File: src/rtl/mdu_pkg.sv
// mdu_pkg: shared types and decode constants for the iterative multiply/divide
// unit (mdu_iter).
//   mdu_op_t    : operation code presented on mdu_iter.op
//   mdu_state_t : sequencer states of mdu_iter
//   FUNCT_*     : R-type funct field values the controller maps onto mdu_op_t
//   decode_funct: funct -> {valid, op} helper for the controller
package mdu_pkg;

  typedef enum logic [2:0] {
    MULT  = 3'd0,
    MULTU = 3'd1,
    DIV   = 3'd2,
    DIVU  = 3'd3,
    MTHI  = 3'd4,
    MTLO  = 3'd5
  } mdu_op_t;

  typedef enum logic [1:0] {
    IDLE = 2'd0,
    RUN  = 2'd1,
    FIX  = 2'd2
  } mdu_state_t;

  localparam logic [5:0] FUNCT_MULT  = 6'b011000;
  localparam logic [5:0] FUNCT_MULTU = 6'b011001;
  localparam logic [5:0] FUNCT_DIV   = 6'b011010;
  localparam logic [5:0] FUNCT_DIVU  = 6'b011011;
  localparam logic [5:0] FUNCT_MTHI  = 6'b010001;
  localparam logic [5:0] FUNCT_MTLO  = 6'b010011;

  // Returns {valid, op}; valid=0 for funct codes that are not MDU operations.
  function automatic logic [3:0] decode_funct(input logic [5:0] funct);
    case (funct)
      FUNCT_MULT:  decode_funct = {1'b1, MULT};
      FUNCT_MULTU: decode_funct = {1'b1, MULTU};
      FUNCT_DIV:   decode_funct = {1'b1, DIV};
      FUNCT_DIVU:  decode_funct = {1'b1, DIVU};
      FUNCT_MTHI:  decode_funct = {1'b1, MTHI};
      FUNCT_MTLO:  decode_funct = {1'b1, MTLO};
      default:     decode_funct = 4'b0000;
    endcase
  endfunction

endpackage

File: src/rtl/mdu_iter_div_step.sv
// mdu_div_step: one combinational iteration of unsigned restoring division.
//   rem_i : partial remainder (always < dvs_i when dvs_i != 0)
//   quo_i : dividend bits still to be consumed (MSB first), quotient bits
//           accumulate from the LSB side
//   dvs_i : divisor magnitude
//   rem_o : next partial remainder
//   quo_o : quo_i shifted left by one with the new quotient bit appended
module mdu_div_step #(
  parameter int WIDTH = 32
) (
  input  logic [WIDTH-1:0] rem_i,
  input  logic [WIDTH-1:0] quo_i,
  input  logic [WIDTH-1:0] dvs_i,
  output logic [WIDTH-1:0] rem_o,
  output logic [WIDTH-1:0] quo_o
);

  // One guard bit: the shifted remainder can reach 2*dvs_i-1, i.e. WIDTH+1 bits.
  logic [WIDTH:0] shifted;
  logic [WIDTH:0] diff;
  logic           fits;

  always_comb begin
    shifted = {rem_i, quo_i[WIDTH-1]};
    diff    = shifted - {1'b0, dvs_i};
    fits    = (shifted >= {1'b0, dvs_i});
    if (fits) begin
      rem_o = diff[WIDTH-1:0];
      quo_o = {quo_i[WIDTH-2:0], 1'b1};
    end else begin
      // Restore: shifted < dvs_i so it fits in WIDTH bits.
      rem_o = shifted[WIDTH-1:0];
      quo_o = {quo_i[WIDTH-2:0], 1'b0};
    end
  end

endmodule

File: src/rtl/mdu_iter.sv
// mdu_iter: iterative multiply/divide unit with architectural HI/LO registers.
// Executes MULT/MULTU (shift-add) and DIV/DIVU (restoring), plus MTHI/MTLO.
// Arithmetic runs on operand magnitudes; signs are applied in the FIX state.
// Ports:
//   clk   : clock, all state on rising edge
//   reset : asynchronous active-high reset, aborts any operation in flight
//   start : one-cycle request, sampled only while busy=0
//   op    : mdu_op_t operation code (codes 6/7 ignored)
//   a, b  : rs / rt operands
//   busy  : high while an iterative operation is in flight
//   done  : one-cycle pulse when MULT/MULTU/DIV/DIVU wrote hi/lo
//   hi,lo : HI (product upper / remainder) and LO (product lower / quotient)
// Build option: define MDU_FAST_MUL_EN to form products in a single cycle
// (busy for one cycle); division latency and all results are unchanged.
module mdu_iter
  import mdu_pkg::*;
#(
  parameter  int WIDTH = 32,
  localparam int CNT_W = $clog2(WIDTH + 1)
) (
  input  logic             clk,
  input  logic             reset,
  input  logic             start,
  input  logic [2:0]       op,
  input  logic [WIDTH-1:0] a,
  input  logic [WIDTH-1:0] b,
  output logic             busy,
  output logic             done,
  output logic [WIDTH-1:0] hi,
  output logic [WIDTH-1:0] lo
);

  function automatic logic [WIDTH-1:0] abs_mag(input logic [WIDTH-1:0] x);
    // The most-negative value maps onto the unsigned magnitude 2^(WIDTH-1).
    abs_mag = x[WIDTH-1] ? -x : x;
  endfunction

  mdu_state_t         state_q;
  logic [CNT_W-1:0]   cnt_q;
  logic [2*WIDTH-1:0] acc_q;     // {hi-part, lo-part}: product or {remainder, quotient}
  logic [WIDTH-1:0]   opb_q;     // multiplicand or divisor magnitude
  logic               is_div_q;
  logic               neg_q;     // negate product / quotient
  logic               neg_r_q;   // negate remainder
  logic [WIDTH-1:0]   hi_q, lo_q;
  logic               done_q;

  logic               signed_op;
  logic [WIDTH-1:0]   a_mag, b_mag;
  logic [WIDTH:0]     mul_sum;
  logic [WIDTH-1:0]   div_rem, div_quo;
  logic [2*WIDTH-1:0] acc_step_d;
  logic [WIDTH-1:0]   hi_fix_d, lo_fix_d;

  assign signed_op = (op == MULT) || (op == DIV);
  assign a_mag     = signed_op ? abs_mag(a) : a;
  assign b_mag     = signed_op ? abs_mag(b) : b;

  // Shift-add: the multiplier sits in the low half and is consumed LSB first.
  assign mul_sum = {1'b0, acc_q[2*WIDTH-1:WIDTH]} + (acc_q[0] ? {1'b0, opb_q} : '0);

  mdu_div_step #(.WIDTH(WIDTH)) u_div_step (
    .rem_i (acc_q[2*WIDTH-1:WIDTH]),
    .quo_i (acc_q[WIDTH-1:0]),
    .dvs_i (opb_q),
    .rem_o (div_rem),
    .quo_o (div_quo)
  );

  assign acc_step_d = is_div_q ? {div_rem, div_quo} : {mul_sum, acc_q[WIDTH-1:1]};

  always_comb begin
    hi_fix_d = acc_q[2*WIDTH-1:WIDTH];
    lo_fix_d = acc_q[WIDTH-1:0];
    if (is_div_q) begin
      if (neg_q)   lo_fix_d = -acc_q[WIDTH-1:0];
      if (neg_r_q) hi_fix_d = -acc_q[2*WIDTH-1:WIDTH];
    end else if (neg_q) begin
      {hi_fix_d, lo_fix_d} = -acc_q;
    end
  end

  always_ff @(posedge clk or posedge reset) begin
    if (reset) begin
      state_q  <= IDLE;
      cnt_q    <= '0;
      acc_q    <= '0;
      opb_q    <= '0;
      is_div_q <= 1'b0;
      neg_q    <= 1'b0;
      neg_r_q  <= 1'b0;
      hi_q     <= '0;
      lo_q     <= '0;
      done_q   <= 1'b0;
    end else begin
      done_q <= 1'b0;
      case (state_q)
        IDLE: begin
          if (start) begin
            case (op)
              MULT, MULTU, DIV, DIVU: begin
                is_div_q <= (op == DIV) || (op == DIVU);
                neg_q    <= signed_op & (a[WIDTH-1] ^ b[WIDTH-1]);
                neg_r_q  <= signed_op & a[WIDTH-1];
                cnt_q    <= CNT_W'(WIDTH);
                state_q  <= RUN;
                if ((op == DIV) || (op == DIVU)) begin
                  acc_q <= {{WIDTH{1'b0}}, a_mag};
                  opb_q <= b_mag;
                end else begin
`ifdef MDU_FAST_MUL_EN
                  acc_q   <= {{WIDTH{1'b0}}, a_mag} * {{WIDTH{1'b0}}, b_mag};
                  state_q <= FIX;
`else
                  acc_q   <= {{WIDTH{1'b0}}, b_mag};
`endif
                  opb_q <= a_mag;
                end
              end
              MTHI:    hi_q <= a;
              MTLO:    lo_q <= a;
              default: ;
            endcase
          end
        end
        RUN: begin
          acc_q <= acc_step_d;
          cnt_q <= cnt_q - 1'b1;
          if (cnt_q == CNT_W'(1)) state_q <= FIX;
        end
        FIX: begin
          hi_q    <= hi_fix_d;
          lo_q    <= lo_fix_d;
          done_q  <= 1'b1;
          state_q <= IDLE;
        end
        default: state_q <= IDLE;
      endcase
    end
  end

  assign busy = (state_q != IDLE);
  assign done = done_q;
  assign hi   = hi_q;
  assign lo   = lo_q;

endmodule

File: config.mk
export PLATFORM = sky130hd
export DESIGN_NAME = mdu_iter
export DESIGN_NICKNAME = d
export VERILOG_FILES = /design/src/rtl/mdu_pkg.sv /design/src/rtl/mdu_iter_div_step.sv /design/src/rtl/mdu_iter.sv
export SDC_FILE = /design/constraint.sdc
export NUM_CORES = 1
export LEC_CHECK = 0
export CORE_MARGIN = 10
export CORE_UTILIZATION = 30
export DETAILED_ROUTE_END_ITERATION = 16
export DONT_BUFFER_PORTS = 1
export PLACE_DENSITY = 0.47
export SYNTH_ARGS = -nofsm -noshare
export SYNTH_HDL_FRONTEND = slang
export SYNTH_SLANG_ARGS = --single-unit
File: constraint.sdc
create_clock -name clk -period 8.3 [get_ports clk]
set_clock_uncertainty 0.15 [all_clocks]
set_input_delay 1.245 -clock clk [delete_from_list [all_inputs] [get_ports clk]]
set_output_delay 1.245 -clock clk [all_outputs]
set_load 0.005 [all_outputs]
# Word level (Yosys, flattened, before mapping)
# Index checks and enable logic that the tools add are counted.
# Widths: inputs -> output; s select.
[totals]
mem_count = 0
latchBits = 0
input_bits = 70
mem_bits_ro = 0
ff_bits = 172
ram_bits = 0
word_cells = 81
[classes]
n_reduce_logical = 13
shifts = 0
n_div = 0
order_cmp = 1
n_eq_ne = 13
muxes = 33
bitwise = 3
add_sub_neg = 8
multipliers = 0
[op_table]
columns = ["cell", "count"]
rows = [
  ["$mux 32", 18],
  ["$mux 64", 3],
  ["$neg 32->32", 4],
  ["$pmux 32 s2", 2],
  ["$pmux 64 s2", 1],
  ["$neg 64->64", 1],
  ["$add 32x32->33", 1],
  ["$ge 33x32->1", 1],
  ["$sub 32x32->32", 1],
  ["$reduce_and 3->1", 5],
  ["$mux 6", 2],
  ["$pmux 6 s2", 1],
  ["$eq 3x2->1 const B", 2],
  ["$eq 3x3->1 const B", 2],
  ["$eq 6x1->1 const B", 1],
  ["$mux 2", 3],
  ["$ne 2x1->1 const B", 3],
  ["$reduce_bool 2->1", 3],
  ["$sub 6x1->6 const B", 1],
  ["$ne 2x2->1 const B", 2],
  ["$pmux 2 s2", 1],
  ["$reduce_or 4->1", 1],
  ["$eq 3x1->1 const B", 1],
  ["$logic_not 3->1", 1],
  ["7 further kinds", 10],
]

# Logic depth before layout (Yosys ltp)
# Gate-level depths: netlist of run 1.
[depth]
depth_word = 7
mapped_depth = 14
ltp_nobuf = 14

# Hierarchy
# Synthesis of run 1 repeated with hierarchy kept, for this count alone.
[hier_totals]
cells_unflattened = 1991
area_unflattened_um2 = 15421.0
[modules_own_cells]
columns = ["module", "area_per_inst_um2", "seq_area_each_um2", "instances", "cells_each"]
rows = [
  ["mdu_iter", 12849.8, 4304.1, 1, 1636],
  ["mdu_div_step", 2571.2, 0.0, 1, 355],
]

# Least setup slack after synthesis of run 1
# No wires, ideal clock.
[synth_path]
kind = "input -> register"
from = "in a[11]"
to = "reg acc_q[30]"
arrival_time_ps = 3659
setup_time_ps = 136
slack_ps = 4355
n_path_buf = 1
required_time_ps = 8014
stages = 11
path_cell_list = "clkbuf_1 or4_1 nor4_1 or2b_1 or3b_1 nor4_2 a21oi_1 xnor2_1 a21oi_1 a21oi_1 o21ai_0"
[synth_via]
elab_chain_cells = 7
[synth_lines]
columns = ["item", "line", "text"]
rows = [
  ["start: declaration", "mdu_iter.sv:25", "input logic [WIDTH-1:0] a,"],
  ["$neg 32->32", "mdu_iter.sv:35", "abs_mag = x[WIDTH-1] ? -x : x;"],
  ["$mux 32", "mdu_iter.sv:35", ""],
  ["$mux 32", "mdu_iter.sv:56", "assign a_mag = signed_op ? abs_mag(a) : a;"],
  ["$mux 32", "mdu_iter.sv:107", "if ((op == DIV) || (op == DIVU)) begin"],
  ["$mux 64", "mdu_iter.sv:100", "case (op)"],
  ["$mux 64", "mdu_iter.sv:99", "if (start) begin"],
  ["$pmux 64 s2", "mdu_iter.sv:97", "case (state_q)"],
  ["end signal: assignment", "mdu_iter.sv:108", "acc_q <= {{WIDTH{1'b0}}, a_mag};"],
  ["end signal: assignment", "mdu_iter.sv:115", "acc_q <= {{WIDTH{1'b0}}, b_mag};"],
  ["end signal: assignment", "mdu_iter.sv:127", "acc_q <= acc_step_d;"],
  ["end: declaration", "mdu_iter.sv:40", "logic [2*WIDTH-1:0] acc_q;"],
]
# Every way passes these cells. The select of a mux whose other input is x is not followed.
# A chain may end at the register's enable or synchronous reset.

# Worst setup path in the final report of run 1
[layout_path]
from = "reg acc_q[0]"
to = "reg acc_q[57]"
[layout_via]
elab_chain_cells = 4
[layout_lines]
columns = ["item", "line", "text"]
rows = [
  ["$mux 32", "mdu_iter.sv:60", "assign mul_sum = {1'b0, acc_q[2*WIDTH-1:WIDTH]} + (acc_q[0] ? {1'b0, opb_q} : '0);"],
  ["$add 32x32->33", "mdu_iter.sv:60", ""],
  ["$mux 64", "mdu_iter.sv:70", "assign acc_step_d = is_div_q ? {div_rem, div_quo} : {mul_sum, acc_q[WIDTH-1:1]};"],
  ["$pmux 64 s2", "mdu_iter.sv:97", ""],
]
# Every way passes these cells.

==> results of run 1 <==
-- routing by layer --
layer  GRT usage  vias up
met5           0        -
met4      0.0670        0
met3      0.0477       70
met2       0.341      435
met1       0.256     6950
li1            -     6662
-- synthesized netlist by cell type (29+ instances only) --
| cell type | number | area, um^2 |
|---|---|---|
| clkbuf_1 | 91 | 342 |
| xnor2_1 | 102 | 893 |
| o21ai_0 | 233 | 1170 |
| a21oi_1 | 195 | 976 |
| mux2i_1 | 70 | 701 |
| inv_1 | 70 | 263 |
| a21o_1 | 29 | 218 |
| ha_1 | 70 | 876 |
| nor3_1 | 38 | 190 |
| dfrtp_1 | 172 | 4300 |
| xor2_1 | 68 | 596 |
| nor2_1 | 188 | 706 |
| nand2_1 | 227 | 852 |
-- power breakdown --
| group | switching (mW) | internal (mW) | leakage, nW |
|---|---|---|---|
| clock | 0.402 | 0.415 | 0.257 |
| sequential | 0.626 | 1.24 | 2.09 |
| combinational | 2.56 | 1.65 | 4.07 |
| total | 3.59 | 3.31 | 6.42 |
-- sequential cells by signal, indices dropped and copies added (netlist names) --
signal,flops
acc_q,64
hi,32
lo,32
opb_q,32
cnt_q,6
state_q,2
done,1
is_div_q,1
neg_q,1
neg_r_q,1
-- critical path, cell delays in order (launching register included) --
cell and delay, ns:
dfrtp_1 0.53, inv_1 0.25, buf_4 0.42, nor2_1 0.16, ha_1 0.39, a21o_1 0.24
a31o_2 0.22, a221o_1 0.36, a21o_1 0.21, a21o_1 0.19, a221oi_2 0.51, o21ai_1 0.28
a21oi_1 0.23, xor2_1 0.19, o221ai_1 0.12
-- final timing paths --
check | start | to | slack, ns | depth (start not counted)
setup / recovery | acc_q[0] | acc_q[57] | 3.67 | 14
hold / removal | opb_q[11] | opb_q[11] | 0.33 | 2
setup reg to reg | acc_q[0] | acc_q[57] | 3.67 | 14
hold reg to reg | opb_q[11] | opb_q[11] | 0.33 | 2
max in group asynchronous | reset | opb_q[26] | 5.89 | 2
min in group asynchronous | reset | opb_q[7] | 0.58 | 1
-- kinds of logic after synthesis --
kind of cell | share of synthesized area
buf+inv | 0.0503
compound gates | 0.251
fa+ha+maj | 0.0618
simple gates | 0.191
mux | 0.0549
xor+xnor | 0.101
flops | 0.291
-- final cells by class --
type	instances	area, um^2	share of cell area
inverter	71	272	0.0171
multi-input combinational	1563	9800	0.617
timing repair buffer	19	143	0.00897
tap	664	831	0.0523
clock buffer	19	433	0.0272
sequential	172	4310	0.271
clock inverter	12	114	0.00716
-- stage by stage --
step	setup WS, ns	hold slack, ns	power, mW	util
after floorplan	2.24	0.300	4.77	-
after global placement	3.68	0.316	6.03	0.314
after detailed placement	3.67	0.322	6.04	0.314
after CTS	3.65	0.339	6.88	0.325
after global routing	3.48	0.359	7.42	0.325
final	3.67	0.334	6.90	0.325
==> reports/qor.yml, run 1 <==
status:
  outcome: "finished clean"
route:
  drcViolationCount: 0
  num_vias: 14100
  wl_per_cell_um: 24.6
  viasPerCell: 5.60
  antenna_left: 0
  dr_wl_met3_um: 3990
  dr_wl_met2_um: 29800
  routed.top_layer: "met4"
  drt_wl_total_um: 62000
  drt_iter0_drc: 1421
  wl_met1_um: 26400
  drt_pass1_iterations: 6
sta:
  max_slew_margin: 0.305
  finalCriticalPeriod_ns: 4.63
  hold_viol_final: 0
  maxSlewViolCount: 0
  finalCritPeriodShare: 0.558
  fmax_mhz: 216
  setup_viol: 0
  tightest_slew_ns: 1.04
  rsz0062_at_grt: "false"
  timing.setup.tns_ns: 0
synthesis:
  async_flop_share: 1.00
  synth_area_per_cell_um2: 7.73
  netlist_area_um2: 14800
  synth-warning-count: 0
  ys.flop_type: "dfrtp_1"
  syn_nets: 2057
  synth_seq_area_share: 0.291
  synth_edf_count: 0
  ys_ff_latch: 172
  yosysUniqueCellTypes: 82
  synth_cells: 1915
layout:
  area_growth_pct: 7.34
  fin_area_um2: 15900
  antenna_cells: 0
  nFillCells: 5321
  final_common_cell: "o21ai_0"
  drive_above_1_share: 0.0474
  nNetsFinal: 1986
  stdcell_count: 2520
  final_cell_mix: "233 x o21ai_0, 227 x nand2_1, 195 x a21oi_1"
clocking:
  cts_made_buffers: 17
  cts_tree: "built"
  post_cts.repair.setup_buffers: 0
  clk_latency_ns: 0.47
  cts.repair.resized: 0
  cts_root_buf: "clkbuf_16"
  cts.sinks: 172
  ctsHoldBuffers: 0
  cts_max_path_buffers: 2
  clkSlewWorstSetupHoldPaths_ns: 0.07
  htreeDepth: 4
die:
  pin_count: 136
  die_x_um: 242
  core_area_um2: 48800
  rows: 81
  die_area_um2: 58700
  dieHeight_um: 242
  initial_core_util: 0.303
min_path:
  hp-class: "reg -> reg"
worst_setup_path:
  critPathMaxFanout: 30
  crit_required_ns: 8.47
  end_kind: "flip-flop"
  worstSetupStartpointType: "flip-flop"
  cp_data_arrival_time_ns: 4.80
  crit_type: "reg -> reg"
power:
  powerDensity_nw_per_um2: 434
  p_leak_nw: 6.42
  peakVddDrop_v: 0.000176
global_routing:
  grt-ovfl-total: 0
  globalRouteTotalUtil: 0.205
  antenna_found_initial: 0
  grt_pass1_wl_um: 90900
  grt_pass1_vias: 13500
  grt_max_degree: 72
flow_run:
  drv_cap: 0
placed_design:
  io_buffers: 0
  gp_congestion: 0.894
  dpl_cell_area_um2: 15400
  hpwl_um: 48300
  dpl.cell_count: 2489
Power figures use the tool's default switching activity.
==> inputs of run 2 (changes only) <==
==> constraint.sdc (replaced) <==
create_clock -name clk -period 4.5 [get_ports clk]
set_clock_uncertainty 0.15 [all_clocks]
set_input_delay 0.675 -clock clk [delete_from_list [all_inputs] [get_ports clk]]
set_output_delay 0.675 -clock clk [all_outputs]
set_load 0.005 [all_outputs]
==> run 2 against run 1 <==
  * Register-to-register slack got worse by 3.3 ns
  * Power increased by 84%
  * Worst setup slack got worse by 3.3 ns
  * Global-route usage decreased by 0.75 points
  * Largest cell class unchanged
  * Via count increased by 0.47%
  * Non-clock buffer count increased by 30
==> reports/qor.yml, run 2 (synthesized netlist as in run 1, its figures left out) <==
status:
  outcome: "finished clean"
clocking:
  post_cts.repair.setup_buffers: 0  # unchanged
  cts_tree: "built"
  clkSlewWorstSetupHoldPaths_ns: 0.07  # about the same
  cts.repair.resized: 0  # unchanged
  cts.sinks: 172  # unchanged
  cts_root_buf: "clkbuf_16"
  htreeDepth: 4  # unchanged
  cts_made_buffers: 17  # unchanged
  clk_latency_ns: 0.47  # about the same
  ctsHoldBuffers: 0  # unchanged
  cts_max_path_buffers: 2  # unchanged
power:
  power_mw: 12.7  # +84%
  p_seq_frac: 0.256  # -0.015
  p_comb_frac: 0.630  # +0.019
  switching_share: 0.512  # -0.00851
  intPower_mw: 6.22  # +88%
  powerDensity_nw_per_um2: 789  # +82%
  p_leak_nw: 6.58  # +2.5%
  power.switching_mw: 6.51  # +81%
  peakVddDrop_v: 0.000368  # +110%
  pwr-share-clk: 0.114  # -0.004
worst_setup_path:
  worstSetupStartpointType: "flip-flop"
  r2r_cells: 13  # -1
  crit_required_ns: 4.64  # -3.83 ns
  critical_path.startpoint: "acc_q[0]"
  end_kind: "flip-flop"
  crit_type: "reg -> reg"
  r2r_end: "acc_q[57]"
  r2r_slack_ns: 0.33  # -3.34 ns
  crit_end: "acc_q[57]"
  cp_data_arrival_time_ns: 4.31  # -0.49 ns
  timing.rr.start: "acc_q[0]"
  critPathMaxFanout: 11  # -63%
sta:
  hold_viol_final: 0  # unchanged
  rsz0062_at_grt: "false"
  max_slew_margin: 0.314  # +0.00812
  timing.setup.tns_ns: 0  # unchanged
  tightest_slew_ns: 1.03  # -0.0147 ns
  finalCriticalPeriod_ns: 4.17  # -0.462 ns
  setup_viol: 0  # unchanged
  finalCritPeriodShare: 0.927  # +0.369
  maxSlewViolCount: 0  # unchanged
  fmax_mhz: 240  # +11%
layout:
  antenna_cells: 0  # unchanged
  seq_area_um2: 4310  # unchanged
  multi_input_area_um2: 9800  # about the same
  final_common_cell: "o21ai_0"
  area_growth_pct: 8.94
  nNetsFinal: 2016  # +1.5%
  nFillCells: 5270  # -0.96%
  final_cell_mix: "233 x o21ai_0, 227 x nand2_1, 195 x a21oi_1"
  drive_above_1_share: 0.0625  # +0.0151
  largest_reg_flops: 64  # unchanged
  top_register: "acc_q"
route:
  viasPerCell: 5.56  # -0.75%
  drt_pass1_iterations: 6  # unchanged
  drt_wl_total_um: 59700  # -3.7%
  num_vias: 14200  # +0.47%
  drcViolationCount: 0  # unchanged
  wl_per_cell_um: 23.4  # -4.9%
  antenna_left: 0  # unchanged
  drt_iter0_drc: 1240  # -13%
die:
  pin_count: 136  # unchanged
  core_area_um2: 48800  # unchanged
  rows: 81  # unchanged
  die_x_um: 242  # unchanged
  die_area_um2: 58700  # unchanged
  initial_core_util: 0.303  # unchanged
  dieHeight_um: 242  # unchanged
global_routing:
  grt_pass1_wl_um: 89000  # -2.1%
  grt-ovfl-total: 0  # unchanged
  globalRouteTotalUtil: 0.197  # -0.00752
  grt_pass1_vias: 13600  # +1.0%
  grt_max_degree: 108  # +50%
  antenna_found_initial: 0  # unchanged
placed_design:
  io_buffers: 0  # unchanged
  gp_congestion: 0.870  # -2.7%
  hpwl_um: 46400  # -4.0%
flow_run:
  drv_cap: 0  # unchanged
min_path:
  hp-class: "in -> async"
[run 2: worst min-delay path by stage]
stage                    from  slack [ns]    endpoint  cells past startpoint
floorplan           opb_q[29]        0.30   opb_q[29]                      1
global placement    opb_q[29]        0.32   opb_q[29]                      1
detailed placement  opb_q[14]        0.32   opb_q[14]                      2
CTS                     reset        0.15  state_q[1]                      2
global route            reset        0.15  state_q[1]                      2
finish                  reset         0.1  state_q[1]                      2
[run 2: final cells by class]
class	count	share of cell area
inverter	71	0.0167
multi-input combinational	1563	0.607
clock buffer	20	0.0277
timing repair buffer	49	0.0243
clock inverter	12	0.00558
sequential	172	0.267
tap	664	0.0515
[run 2: metal layers]
metal  up-vias  routed length (um)  global-route usage
met1      6979               26500               0.258
li1       6728                   -                   -
met3        47                3900              0.0467
met4         0                1340              0.0542
met5         -                   0                   0
met2       430               27900               0.318
[run 2: power by group through the flow]
stage | combinational, mW | clock, mW | sequential (mW)
6_report | 8.02 | 1.46 | 3.25
4_1_cts | 7.97 | 1.49 | 3.27
5_1_grt | 8.90 | 1.55 | 3.35
2_1_floorplan | 5.91 | 0 | 2.89
3_3_place_gp | 7.90 | 0 | 3.29
3_5_place_dp | 7.92 | 0 | 3.30
[run 2: stage by stage]
stage | utilization | hold slack, ns | instance area (um^2) | instances | worst slack (ns)
after floorplan | - | 0.300 | 14800 | 1915 | 0.878
after global placement | 0.319 | 0.318 | 15600 | 2519 | 0.520
after detailed placement | 0.319 | 0.322 | 15600 | 2519 | 0.432
after CTS | 0.330 | 0.147 | 16100 | 2551 | 0.398
after global routing | 0.330 | 0.149 | 16100 | 2551 | 0.144
final | 0.330 | 0.0966 | 16100 | 2551 | 0.330
[run 2: worst max-delay path, cell delays in order, from the launching register on]
cell	delay (ns)
dfrtp_1	0.48
inv_1	0.39
nor2_1	0.11
ha_1	0.37
a21o_1	0.24
a31o_2	0.21
a221o_1	0.36
a21o_1	0.22
a21o_1	0.19
a221oi_2	0.48
o21ai_1	0.24
a21oi_1	0.22
xor2_1	0.18
o221ai_1	0.12
==> inputs of run 3 (changes only) <==
--- a/config.mk
+++ b/config.mk
@@ -10,6 +10,7 @@
 export DETAILED_ROUTE_END_ITERATION = 16
 export DONT_BUFFER_PORTS = 1
 export PLACE_DENSITY = 0.47
+export SETUP_SLACK_MARGIN = 0.2
 export SYNTH_ARGS = -nofsm -noshare
 export SYNTH_HDL_FRONTEND = slang
 export SYNTH_SLANG_ARGS = --single-unit
==> run 3 against run 2 <==
  * Worst setup slack improved by 0.053 ns
  * Maximum frequency grew 1.3%
  * Cell area increased by 0.16%
  * Global-route usage unchanged
  * Clock power is essentially flat
  * Highest routed layer unchanged
==> reports/qor.yml, run 3 (synthesized netlist as in run 1, its figures left out) <==
status:
  outcome: "finished clean"
worst_setup_path:
  end_kind: "flip-flop"
  worstSetupStartpointType: "flip-flop"
  r2r_end: "acc_q[57]"
  cp_data_arrival_time_ns: 4.26  # -0.05 ns
  critPathMaxFanout: 11  # unchanged
  r2r_slack_ns: 0.38  # +0.05 ns
  crit_type: "reg -> reg"
  r2r_cells: 14  # +1
  critical_path.startpoint: "acc_q[0]"
  crit_required_ns: 4.64  # about the same
  timing.rr.start: "acc_q[0]"
power:
  intPower_mw: 6.24  # +0.28%
  p_leak_nw: 6.59  # +0.15%
  pwr-share-clk: 0.114  # about the same
  power.switching_mw: 6.53  # +0.24%
  peakVddDrop_v: 0.000363  # -1.2%
  powerDensity_nw_per_um2: 790  # about the same
  p_comb_frac: 0.631  # about the same
  p_seq_frac: 0.255  # about the same
  switching_share: 0.511  # about the same
die:
  die_area_um2: 58700  # unchanged
  initial_core_util: 0.303  # unchanged
  rows: 81  # unchanged
  die_x_um: 242  # unchanged
  core_area_um2: 48800  # unchanged
  dieHeight_um: 242  # unchanged
  pin_count: 136  # unchanged
route:
  routed.top_layer: "met4"
  drt_iter0_drc: 1309  # +5.6%
  num_vias: 14200  # +0.41%
  wl_met1_um: 26600  # +0.35%
  wl_per_cell_um: 23.4  # about the same
  dr_wl_met3_um: 3960  # +1.5%
  antenna_left: 0  # unchanged
  dr_wl_met2_um: 27700  # -0.87%
  drt_wl_total_um: 59800  # +0.10%
  drt_pass1_iterations: 5  # -1
  viasPerCell: 5.58  # +0.29%
  drcViolationCount: 0  # unchanged
layout:
  drive_above_1_share: 0.0646  # +0.00202
  final_common_cell: "o21ai_0"
  nFillCells: 5272  # +0.038%
  final_cell_mix: "233 x o21ai_0, 227 x nand2_1, 195 x a21oi_1"
  nNetsFinal: 2019  # +0.15%
  largest_reg_flops: 64  # unchanged
  area_growth_pct: 9.12
  antenna_cells: 0  # unchanged
  top_register: "acc_q"
sta:
  tightest_slew_ns: 0.993  # -0.0339 ns
  holdWs_ns: 0.103  # +0.00642 ns
  finalCritPeriodShare: 0.915  # -0.0118
  rsz0062_at_grt: "false"
  fmax_mhz: 243  # +1.3%
  setup_viol: 0  # unchanged
  maxSlewViolCount: 0  # unchanged
  max_slew_margin: 0.338  # +0.0243
  hold_viol_final: 0  # unchanged
  timing.setup.tns_ns: 0  # unchanged
  finalCriticalPeriod_ns: 4.12  # -0.0531 ns
global_routing:
  antenna_found_initial: 0  # unchanged
  grt_pass1_wl_um: 89000  # unchanged
  globalRouteTotalUtil: 0.197  # unchanged
  grt_max_degree: 108  # unchanged
  grt_pass1_vias: 13600  # unchanged
  grt-ovfl-total: 0  # unchanged
clocking:
  htreeDepth: 4  # unchanged
  cts_max_path_buffers: 2  # unchanged
  cts_tree: "built"
  cts_made_buffers: 17  # unchanged
  cts.sinks: 172  # unchanged
  clkSlewWorstSetupHoldPaths_ns: 0.07  # about the same
  clk_latency_ns: 0.48  # about the same
  cts_root_buf: "clkbuf_16"
  ctsHoldBuffers: 0  # unchanged
min_path:
  hp-class: "in -> async"
flow_run:
  drv_cap: 0  # unchanged
placed_design:
  gp_congestion: 0.870  # unchanged
  hpwl_um: 46400  # unchanged
  io_buffers: 0  # unchanged
## run 3: worst max-delay path, stage by stage (launching register included)
cell and delay (ns):
dfrtp_1 0.55, clkinvlp_4 0.13, buf_4 0.19, nor2_1 0.12
ha_1 0.30, a21o_1 0.24, a31o_2 0.21, a221o_1 0.36
a21o_1 0.22, a21o_1 0.19, a221oi_2 0.48, o21ai_1 0.24
a21oi_1 0.21, xor2_1 0.19, o221ai_1 0.14
## run 3: power groups by stage
stage	clock [mW]	combinational [mW]	sequential [mW]
final	1.46	8.05	3.26
after global routing	1.55	8.92	3.36
after CTS	1.49	7.97	3.27
after detailed placement	0	7.92	3.30
after global placement	0	7.90	3.29
after floorplan	0	5.91	2.89
## run 3: stage by stage
step	std cells	instance area [um^2]	power (mW)	utilization	setup WS, ns
floorplan	1915	14800	8.81	-	0.878
global placement	2519	15600	11.2	0.319	0.520
detailed placement	2519	15600	11.2	0.319	0.432
CTS	2551	16100	12.7	0.330	0.398
global route	2554	16200	13.8	0.331	0.211
finish	2554	16200	12.8	0.331	0.383
## run 3: area by class of cell
class | instances | area (um^2) | area share
clock buffer | 20 | 447 | 0.0276
sequential | 172 | 4310 | 0.266
tap | 664 | 831 | 0.0514
multi-input combinational | 1563 | 9800 | 0.606
inverter | 71 | 274 | 0.0170
timing repair buffer | 52 | 415 | 0.0257
clock inverter | 12 | 90.1 | 0.00557
## run 3: layer usage
layer / global-route usage / vias up
met5: 0 / -
met4: 0.0542 / 0
met3: 0.0467 / 67
met2: 0.318 / 456
met1: 0.258 / 6998
li1: - / 6721
## run 3: worst max path at each step
stage	endpoint	slack [ns]	cells after the start
3_5_place_dp	acc_q[57]	0.43	13
6_report	acc_q[57]	0.38	14
4_1_cts	acc_q[57]	0.40	13
2_1_floorplan	acc_q[63]	0.88	14
3_3_place_gp	acc_q[57]	0.52	13
5_1_grt	acc_q[57]	0.21	14
## run 3: what timing repair did
item,CTS,global route
resized for setup,0,1
endpoints found under the hold margin,0,0
buffers inserted,0,3
endpoints found under the setup margin,0,3
